<file path="src/rtl/clk_rst_seq_pkg.sv">
// Shared types and limits for the clock-enable / reset sequencer.
package clk_rst_seq_pkg;

  localparam int MAX_NUM_CH = 8;
  localparam int IDX_W      = $clog2(MAX_NUM_CH);

  typedef enum logic [1:0] {
    S_ASSERT,
    S_HOLD,
    S_RELEASE,
    S_RUN
  } seq_state_e;

endpackage

</file>
<file path="src/rtl/clk_ce_div.sv">
// Programmable divider: registered one-cycle clock enable every i_div+1 cycles
// plus a square-wave phase that toggles on each enable.
module clk_ce_div #(
  parameter int DIV_W = 16
) (
  input  logic             i_clk,
  input  logic             i_rst,
  input  logic             i_en,
  input  logic [DIV_W-1:0] i_div,
  output logic             o_ce,
  output logic             o_phi
);

  logic [DIV_W-1:0] cnt;

  // NOTE: state registers use non-blocking assignments so every flop samples
  // pre-edge values, independent of statement order.
  always_ff @(posedge i_clk or posedge i_rst) begin
    if (i_rst) begin
      cnt   <= '0;
      o_ce  <= 1'b0;
      o_phi <= 1'b0;
    end else if (!i_en) begin
      cnt   <= '0;
      o_ce  <= 1'b0;
      o_phi <= 1'b0;
    end else begin
      o_phi <= o_phi ^ o_ce;
      // >= rather than == so a divisor lowered below the count wraps at once
      if (cnt >= i_div) begin
        cnt  <= '0;
        o_ce <= 1'b1;
      end else begin
        cnt  <= cnt + 1'b1;
        o_ce <= 1'b0;
      end
    end
  end

endmodule

</file>
<file path="src/rtl/clk_rst_seq.sv">
// Per-channel clock enables plus a debounced reset button that holds all CPU
// resets, then releases them one channel at a time on that channel's enable.
module clk_rst_seq
  import clk_rst_seq_pkg::*;
#(
  parameter int NUM_CH            = 2,
  parameter int DIV_W             = 16,
  parameter int DEBOUNCE_CYCLES   = 1000,
  parameter int RESET_HOLD_CYCLES = 16
) (
  input  logic                    i_clk,
  input  logic                    i_rst,
  input  logic                    i_button_n,
  input  logic [NUM_CH*DIV_W-1:0] i_div,
  input  logic [NUM_CH-1:0]       i_ch_en,
  output logic [NUM_CH-1:0]       o_ce,
  output logic [NUM_CH-1:0]       o_phi,
  output logic [NUM_CH-1:0]       o_rst,
  output logic                    o_all_ready
);

  localparam int DB_W   = $clog2(DEBOUNCE_CYCLES + 1);
  localparam int HOLD_W = $clog2(RESET_HOLD_CYCLES + 1);
  localparam logic [DB_W-1:0]   DB_MAX    = DB_W'(DEBOUNCE_CYCLES);
  localparam logic [HOLD_W-1:0] HOLD_LAST = HOLD_W'(RESET_HOLD_CYCLES - 1);
  localparam logic [IDX_W-1:0]  IDX_LAST  = IDX_W'(NUM_CH - 1);

  for (genvar c = 0; c < NUM_CH; c++) begin : g_ch
    clk_ce_div #(.DIV_W(DIV_W)) u_div (
      .i_clk (i_clk),
      .i_rst (i_rst),
      .i_en  (i_ch_en[c]),
      .i_div (i_div[c*DIV_W +: DIV_W]),
      .o_ce  (o_ce[c]),
      .o_phi (o_phi[c])
    );
  end

  logic            btn_meta, btn_sync;
  logic [DB_W-1:0] db_cnt;
  logic            pressed;

  always_ff @(posedge i_clk or posedge i_rst) begin
    if (i_rst) begin
      btn_meta <= 1'b1;
      btn_sync <= 1'b1;
    end else begin
      btn_meta <= i_button_n;
      btn_sync <= btn_meta;
    end
  end

  always_ff @(posedge i_clk or posedge i_rst) begin
    if (i_rst)                 db_cnt <= '0;
    else if (btn_sync)         db_cnt <= '0;
    else if (db_cnt != DB_MAX) db_cnt <= db_cnt + 1'b1;
  end

  assign pressed = (db_cnt >= DB_MAX);

  seq_state_e        state, state_next;
  logic [HOLD_W-1:0] hold_cnt, hold_next;
  logic [IDX_W-1:0]  idx, idx_next;
  logic [NUM_CH-1:0] rst_next;
  logic              ready_next;
  logic              sel_ce, sel_en;

  always_comb begin
    sel_ce = 1'b0;
    sel_en = 1'b0;
    for (int c = 0; c < NUM_CH; c++) begin
      if (idx == IDX_W'(c)) begin
        sel_ce = o_ce[c];
        sel_en = i_ch_en[c];
      end
    end
  end

  always_ff @(posedge i_clk or posedge i_rst) begin
    if (i_rst) begin
      state       <= S_ASSERT;
      hold_cnt    <= '0;
      idx         <= '0;
      o_rst       <= '1;
      o_all_ready <= 1'b0;
    end else begin
      state       <= state_next;
      hold_cnt    <= hold_next;
      idx         <= idx_next;
      o_rst       <= rst_next;
      o_all_ready <= ready_next;
    end
  end

  // NOTE: every signal written here gets a default first, so no path leaves
  // one unassigned and no latch is inferred.
  always_comb begin
    state_next = state;
    hold_next  = hold_cnt;
    idx_next   = idx;
    rst_next   = o_rst;
    ready_next = o_all_ready;

    if (pressed) begin
      state_next = S_ASSERT;
      hold_next  = '0;
      idx_next   = '0;
      rst_next   = '1;
      ready_next = 1'b0;
    end else begin
      unique case (state)
        S_ASSERT: begin
          rst_next   = '1;
          ready_next = 1'b0;
          if (btn_sync) begin
            state_next = S_HOLD;
            hold_next  = '0;
          end
        end
        S_HOLD: begin
          if (hold_cnt == HOLD_LAST) begin
            state_next = S_RELEASE;
            idx_next   = '0;
          end else begin
            hold_next = hold_cnt + 1'b1;
          end
        end
        S_RELEASE: begin
          // a disabled channel never pulses, so it is released without waiting
          if (sel_ce || !sel_en) begin
            for (int c = 0; c < NUM_CH; c++) begin
              if (idx == IDX_W'(c)) rst_next[c] = 1'b0;
            end
            if (idx == IDX_LAST) begin
              state_next = S_RUN;
              ready_next = 1'b1;
            end else begin
              idx_next = idx + 1'b1;
            end
          end
        end
        S_RUN: begin
          rst_next   = '0;
          ready_next = 1'b1;
        end
        default: state_next = S_ASSERT;
      endcase
    end
  end

endmodule

</file>
<file path="config.mk">
export PLATFORM = sky130hd
export DESIGN_NAME = clk_rst_seq
export DESIGN_NICKNAME = d
export VERILOG_FILES = /design/src/rtl/clk_rst_seq_pkg.sv /design/src/rtl/clk_ce_div.sv /design/src/rtl/clk_rst_seq.sv
export SDC_FILE = /design/constraint.sdc
export NUM_CORES = 1
export LEC_CHECK = 0
export CAP_MARGIN = 0
export CORE_MARGIN = 1
export CORE_UTILIZATION = 55
export DETAILED_ROUTE_END_ITERATION = 10
export GPL_TIMING_DRIVEN = 0
export MAX_ROUTING_LAYER = met4
export PLACE_DENSITY = 0.78
export SYNTH_ARGS = -nofsm -noshare
export SYNTH_HDL_FRONTEND = slang
export SYNTH_HIERARCHICAL = 1
export SYNTH_SLANG_ARGS = --single-unit
</file>
<file path="constraint.sdc">
create_clock -name i_clk -period 3.3 [get_ports i_clk]
set_clock_uncertainty 0.15 [all_clocks]
set_input_delay 0.66 -clock i_clk [delete_from_list [all_inputs] [get_ports i_clk]]
set_output_delay 0.66 -clock i_clk [all_outputs]
set_load 0.01 [all_outputs]
</file>
==> flow_summary.toml, run 1 <==
[clock_network]
cts_tree = "built"
clk_path_buf_depth = 2
holdBufCountCts = 0
cts-htree-levels = 3
cts_sinks = 61
cts_buffers = 9
clk_pin_slew_ns = 0.07
cts_resized = 0
cts-root-buf = "clkbuf_8"
clkLatencyLatePin_ns = 0.34
post-cts-setup-buffer-count = 0

[sta]
worst_pin_slew_ns = 0.945
rsz0062_at_grt = "false"
holdWs_ns = 0.209
worst_slew_margin_rel = 0.369
period_share = 0.801
tns_ns = 0
final_hold_viol_count = 0
drv_slew = 0
fin_ws_ns = 0.656
setup_viol = 0
finalCriticalPeriod_ns = 2.64
fmax_mhz = 378

[yosys]
syn-cell-area_um2 = 4120
yosysSeqAreaShare = 0.371
synth_top_area_share = 0.346
netlist_instances = 414
synth_nets = 497
synth_area_leaders = "dfrtp_1, ha_1, xor2_1, inv_1, nor2_4"
synthFlopType = "dfrtp_1"
synth_area_leader_cell = "dfrtp_1"
yosysWarnings = 6
yosysMostFrequentCell = "dfrtp_1"
async_reset_ff_frac = 1.00
synth_cell_type_count = 51
ys_ff_latch = 61
synth_edf_count = 0
syn_avg_cell_area_um2 = 9.96
synth_common_cells = "dfrtp_1, inv_1, ha_1"

[layout]
final_nets = 551
final_cells = 572
area_growth_syn_to_layout_pct = 19.2
antenna_cells = 0
postLayoutCellArea_um2 = 4910
final_layout_size_suffix_gt1_frac = 0.129

[die]
start_util = 0.568
dieArea_um2 = 7850
core_area_um2 = 7250
row_count = 31
die_w_um = 88.6
die_height_um = 88.6
io_pins = 44

[drt]
drc = 0
drt-initial-drc-count = 89
avgRoutedWirePerCell_um = 13.8
drt-total-wl_um = 7890
drtPass1Iterations = 4
route.met2.wl_um = 4150
viasPerCell = 5.43
wl_met1_um = 3310
drtAntennaViolNets = 0
vias = 3107
wl_met3_um = 277
routed.top_layer = "met4"

[pwr]
powerDensity_nw_per_um2 = 478
ir_drop_v = 0.000268
leakage_nw = 2.39

[setup_path]
cp_slowest_cell = "clkdlybuf4s50_1"
worstSetupEndpointType = "flip-flop"
crit_type = "input port to flip-flop"
r2r_cells = 8
cp.arrival_ns = 2.77
timing.rr.start = "g_ch[0].u_div/cnt[0]$_DFF_PP0_"
critPathRequiredTime_ns = 3.43
crit_start = "i_div[6]"
max_stage_delay_ns = 0.46
crit_chain = "clkdlybuf4s50_1 > inv_1 > ha_1 > and3_1 > a221oi_2 > o31ai_1 > a211o_4 > buf_12 > nor2_4"
worst_setup_path_start_kind = "input port"
path_max_fanout = 10
rrSetupSlack_ns = 0.93

[run_status]
status = "completed"

[min_path]
min_from = "btn_meta$_DFF_PP1_"
hold_class = "flip-flop to flip-flop"
holdPathStages = 0

[flow_run]
drv_cap = 0

[global_routing]
grt_pass1_wl_um = 13600
grt_pass1_vias = 3190
grt.total_usage = 0.232
antenna_found_initial = 0
grt_max_degree = 26
grt_overflow = 0

[place]
gp_congestion = 0.876
dpl_cell_area_um2 = 4680
placedCellCount = 556
dp_hpwl_um = 5940
dpl_worst_slack_ns = 0.301
io_buffers = 43
## cells in the final DEF, fill, tap and decap left out, types with 4 or more instances in the layout
cell type and n:
a21oi_1 13, nand3_1 19, and4_1 7, ha_1 46, clkdlybuf4s50_1 43, nand2_1 15
dfrtp_1 57, inv_1 54, nor2_1 35, o21ai_0 4, xor2_1 31, dfstp_2 4
nor3_1 8, nand4_1 12, clkbuf_8 9, a21o_1 4, and3_1 9, and2_1 7
o31ai_1 6, nor2_2 4, xnor2_1 8, nor2_4 16, a211oi_1 5
## path summary, 6_finish.rpt
kind                                                   end
setup reg to reg           g_ch[0].u_div/cnt[11]$_DFF_PP0_
max in group asynchronous            db_cnt[9]$_DFFE_PP0P_
hold / removal                          btn_sync$_DFF_PP1_
hold reg to reg                         btn_sync$_DFF_PP1_
setup / recovery           g_ch[0].u_div/cnt[11]$_DFF_PP0_
min in group asynchronous     g_ch[0].u_div/o_ce$_DFF_PP0_
## layer usage
metal	global-route usage	vias to the layer above
met5	-	-
met4	0.0792	0
met3	0.0625	22
met2	0.413	62
met1	0.249	1501
li1	-	1522
## cell type report
class | instances | area, µm²
buffer | 9 | 80.1
clock buffer | 9 | 124
clock inverter | 7 | 114
fill | 563 | 2340
inverter | 55 | 206
multi-input combinational | 289 | 2300
sequential | 61 | 1530
tap | 99 | 124
timing repair buffer | 43 | 430
## where the power goes
group          switching [mW]  total (mW)  internal [mW]
logic                   0.353       0.663          0.311
clock network           0.297       0.795          0.498
registers              0.0671       0.892          0.825
total                   0.716        2.35           1.63
## logic make-up (layout without fill, tap and decap cells)
family	Yosys count	in the layout	share of synthesized area
compound gates	55	55	0.117
xor+xnor	39	39	0.0829
fa+ha+maj	46	46	0.140
buf+inv	64	123	0.0695
flops	61	61	0.371
mux	1	1	0.00243
simple gates	148	148	0.217
## sequential cells by signal, indices dropped and copies added (netlist names)
register,count
g_ch.u_div/cnt,32
db_cnt,10
hold_cnt,5
idx,3
g_ch.u_div/o_ce,2
g_ch.u_div/o_phi,2
o_rst,2
state,2
btn_meta,1
btn_sync,1
o_all_ready,1
## critical path, delay by kind of cell
kind,cells,cell delay [ns]
compound gates,3,0.84
buf+inv,3,0.68
fa+ha+maj,1,0.29
simple gates,2,0.30
## stage by stage
| stage | utilization | total power [mW] |
|---|---|---|
| 2_1_floorplan | - | 1.37 |
| 3_3_place_gp | 0.645 | 1.53 |
| 3_5_place_dp | 0.645 | 1.56 |
| 4_1_cts | 0.678 | 2.38 |
| 5_1_grt | 0.678 | 2.50 |
| 6_report | 0.678 | 2.35 |
No activity file was read; power rests on OpenSTA's default activity.
==> inputs of run 2 (changes only) <==
Clock period 3.3 ns to 2.6 ns, I/O delays scaled along.
==> results of run 2 <==
The final DEF is identical to that of run 1. Status: completed.
Among the figures that moved: setup slack after placement 0.301 ns -> -0.259 ns; setup slack after layout 0.656 ns -> 0.0956 ns; register-to-register setup slack 0.93 ns -> 0.23 ns; total power 2.35 mW -> 2.98 mW; worst IR drop on VDD 0.000268 V -> 0.000340 V
==> inputs of run 3 (changes only) <==
Settings changed: CTS_CLUSTER_SIZE set to 16, GPL_ROUTABILITY_DRIVEN set to 0.
==> results of run 3 <==
The final DEF is identical to that of run 1. Status: completed.
Among the figures that moved: setup slack after placement 0.301 ns -> -0.259 ns; setup slack after layout 0.656 ns -> 0.0956 ns; register-to-register setup slack 0.93 ns -> 0.23 ns; total power 2.35 mW -> 2.98 mW; worst IR drop on VDD 0.000268 V -> 0.000340 V
==> RTL edit 1 (config.mk and constraints of run 3) <==
Encoding of `seq_state_e`: now Gray code (2 bits for 4 states).
--- a/src/rtl/clk_rst_seq_pkg.sv
+++ b/src/rtl/clk_rst_seq_pkg.sv
@@ -7,6 +7,6 @@
   typedef enum logic [1:0] {
-    S_ASSERT,
-    S_HOLD,
-    S_RELEASE,
-    S_RUN
+    S_ASSERT  = 2'b00,
+    S_HOLD    = 2'b01,
+    S_RELEASE = 2'b11,
+    S_RUN     = 2'b10
   } seq_state_e;
Formal check against the unedited RTL: same outputs for any inputs over 10 cycles, from zero or initial values and one cycle with i_rst high; not proved beyond that.
==> RTL edit 1 against run 3 <==
  * Non-clock buffer count fell by 1
  * Register-to-register slack got worse by 0.02 ns
  * Sequential cell count did not move
  * Area after synthesis fell by 0.67%
  * Global-route usage fell by 0.13 points
  * Sequential share of layout area rose by 0.42 points
  * Critical path depth did not move
  * Power fell by 3.1%
  * Maximum frequency fell by 0.72%
  * Final area fell by 1.3%
  * Routed wire length fell by 2.2%
  * Setup slack got worse by 0.018 ns
  * Critical path type unchanged
==> RTL edit 1: results <==
[synth]
synth_compound_area_share_pct = 11.3
synth_area_leaders = "dfrtp_1, ha_1, xor2_1"
muxShareOfSynthArea_pct = 0.244
synthAdderAreaFrac_pct = 13.7
synthTopCellsByCount = "dfrtp_1, inv_1, ha_1"
async_flop_share_pct = 100
synth_fp_nets = 498
yosysSeqAreaShare_pct = 37.4
synth_xor_area_share_pct = 7.91

[run_status]
outcome = "complete, no violations"

[global_routing]
grt_pass1_wl_um = 13400
grt_pass1_vias = 3011
gr-usage-all-layers_pct = 23.1

[placement]
hpwlAfterDp_um = 5860
pre_cts_slack_ns = -0.271

[setup_path]
worstPathArrival_ns = 2.59
crit-reg2reg-launch = "g_ch[0].u_div/cnt[0]$_DFF_PP0_"
startpoint = "i_div[7]"

[power]
p_leak_nw = 2.35
p_total_mw = 2.89
p_switching_mw = 0.923
vdd_ir_drop_max_mv = 0.293
p_clk_share_pct = 28.5
seq-power_mw = 1.17

[sta]
tightest_slew_ns = 0.953

[drt]
drtIter0Drc = 139
drt_pre_antenna_iters = 5
wirelength_um = 7710
viasPerCell = 5.29

[cells_and_area]
nFillCells = 566
fin_nets = 552
drive_gt1_share_pct = 12.0

[min_path]
min_from = "btn_meta$_DFF_PP1_"
RTL edit 1: per-layer routing:
| layer | vias up | share of wire [%] | track usage [%] |
|---|---|---|---|
| met1 | 1443 | 47 | 29.3 |
| met2 | 52 | 49 | 36.5 |
| met3 | 4 | 3.8 | 6.34 |
| met4 | 0 | 0.53 | 6.01 |
| met5 | - | 0 | - |
| li1 | 1535 | - | - |
RTL edit 1: worst max-delay path, stage by stage:
cell             delay (ns)
clkdlybuf4s50_1        0.46
inv_1                  0.04
ha_1                   0.30
and3_1                 0.19
nand4_1                0.10
o31ai_1                0.46
a211o_4                0.28
buf_12                 0.18
nor2_4                 0.05
RTL edit 1: final timing paths:
path	endpoint	slack, ns	depth (start not counted)
worst max register to register	g_ch[0].u_div/cnt[14]$_DFF_PP0_	0.21	8
worst min-delay path	btn_sync$_DFF_PP1_	0.21	0
min in group asynchronous	g_ch[1].u_div/cnt[3]$_DFF_PP0_	0.54	2
worst max-delay path	g_ch[0].u_div/cnt[14]$_DFF_PP0_	0.08	9
worst min register to register	btn_sync$_DFF_PP1_	0.21	0
max in group asynchronous	db_cnt[2]$_DFFE_PP0P_	1.07	2
RTL edit 1: metrics by stage:
stage / area, um^2 / cells
after detailed placement: 4650 / 558
after CTS: 4850 / 574
after global routing: 4850 / 574
after global placement: 4650 / 558
after floorplan: 4100 / 416
final: 4850 / 574
RTL edit 1: layout make-up:
cell class / count / area, um^2 / share of cell area [%]
multi-input cells: 293 / 2290 / 47.2
well taps: 99 / 124 / 2.55
plain buffers: 8 / 72.6 / 1.50
clock buffers: 16 / 200 / 4.13
inverters: 54 / 203 / 4.18
flip-flops and latches: 61 / 1530 / 31.6
repair buffers: 43 / 430 / 8.88
==> RTL edit 2 (config.mk and constraints of run 3) <==
Made on the original files. `DIV_W` is set to 16 in 2 places; all go to 32.
--- a/src/rtl/clk_ce_div.sv
+++ b/src/rtl/clk_ce_div.sv
@@ -3,3 +3,3 @@
 module clk_ce_div #(
-  parameter int DIV_W = 16
+  parameter int DIV_W = 32
 ) (
--- a/src/rtl/clk_rst_seq.sv
+++ b/src/rtl/clk_rst_seq.sv
@@ -6,3 +6,3 @@
   parameter int NUM_CH            = 2,
-  parameter int DIV_W             = 16,
+  parameter int DIV_W             = 32,
   parameter int DEBOUNCE_CYCLES   = 1000,
Interface: changed (resized i_div); port bits go from 44 to 76. No check against the original RTL was run, so the function may have changed too.
==> RTL edit 2 against run 3 <==
  * Register-to-register slack got worse by 0.09 ns
  * Final area increased by 68%
  * Non-clock buffer count rose by 71
  * Global-route usage increased by 2.7 points
  * Area after synthesis increased by 57%
  * Routed wire length increased by 100%
  * Setup slack got worse by 0.051 ns
  * Sequential cell count up 32
  * Power grew 32%
  * Critical path type unchanged
  * Critical endpoint is now g_ch[0].u_div/cnt[23]$_DFF_PP0_
  * Largest power group unchanged
  * Highest routed layer unchanged
==> RTL edit 2: results <==
[placement]
port_buffers = 75
hpwlAfterDp_um = 10700

[global_routing]
use_met1_pct = 30.2
grtUsageMet2_pct = 45.0
grt_max_degree = 35

[cells_and_area]
instances_no_fill = 951
flops_and_latches = 93
multi_input_area_share_pct = 46.7
nFillCells = 804
nonClockBufferCount = 123
sh_seq_area_pct = 28.2

[synth]
muxShareOfSynthArea_pct = 0.155
synthTopCellsByCount = "dfrtp_1, inv_1, ha_1"
avgSynthCellArea_um2 = 9.24
synth_area_leaders = "dfrtp_1, ha_1, xor2_1"
synth_fp_nets = 845
yosysSeqAreaShare_pct = 36.1
synthDistinctLibCells = 50

[setup_path]
cp_top_family = "simple AND/OR/NAND/NOR gates"

[drt]
drt-met1-wl_um = 6560
dr_wl_met2_um = 8420
wl_met3_um = 637
viasPerCell = 5.89

[clock_tree]
ctsResizeCount = 16
cts_root_buf = "clkbuf_16"

[run_status]
outcome = "complete, no violations"

[power]
vdd_ir_drop_max_mv = 0.381
==> RTL edit 2: path summary, 6_finish.rpt <==
path / slack [ns] / endpoint / depth (start not counted) / startpoint
worst max-delay path: 0.05 / g_ch[0].u_div/cnt[23]$_DFF_PP0_ / 10 / i_div[29]
worst min register to register: 0.20 / btn_sync$_DFF_PP1_ / 0 / btn_meta$_DFF_PP1_
min in group asynchronous: 0.31 / g_ch[1].u_div/o_phi$_DFF_PP0_ / 2 / i_rst
max in group asynchronous: 1.12 / idx[0]$_DFFE_PP0P_ / 2 / i_rst
worst max register to register: 0.14 / g_ch[1].u_div/cnt[9]$_DFF_PP0_ / 8 / g_ch[1].u_div/cnt[25]$_DFF_PP0_
worst min-delay path: 0.20 / btn_sync$_DFF_PP1_ / 0 / btn_meta$_DFF_PP1_
==> RTL edit 2: worst reg2reg max path: stages (launching register included) <==
cell and delay [ns]:
dfrtp_1 0.47, ha_4 0.31, nand4_1 0.13, or4_4 0.59
nand2b_4 0.17, nand4_1 0.17, buf_6 0.17, clkbuf_16 0.15
nor3_1 0.04
==> RTL edit 2: stage by stage <==
step / setup TNS, ns / utilization, % / worst slack, ns / hold WS [ns]
finish: 0 / 72.5 / 0.0450 / 0.203
floorplan: 0 / - / 0.200 / 0.195
global route: -0.462 / 72.5 / -0.0525 / 0.213
detailed placement: -35.75 / 64.7 / -0.591 / 0.201
global placement: -32.52 / 64.7 / -0.533 / 0.197
CTS: 0 / 68.3 / 0.00275 / 0.206
==> RTL edit 2: where the power goes <==
part	switching [mW]	internal, mW	total, mW	leakage [nW]
clock	0.580	0.754	1.33	0.140
combinational	0.493	0.472	0.964	2.59
sequential	0.0857	1.54	1.63	1.27
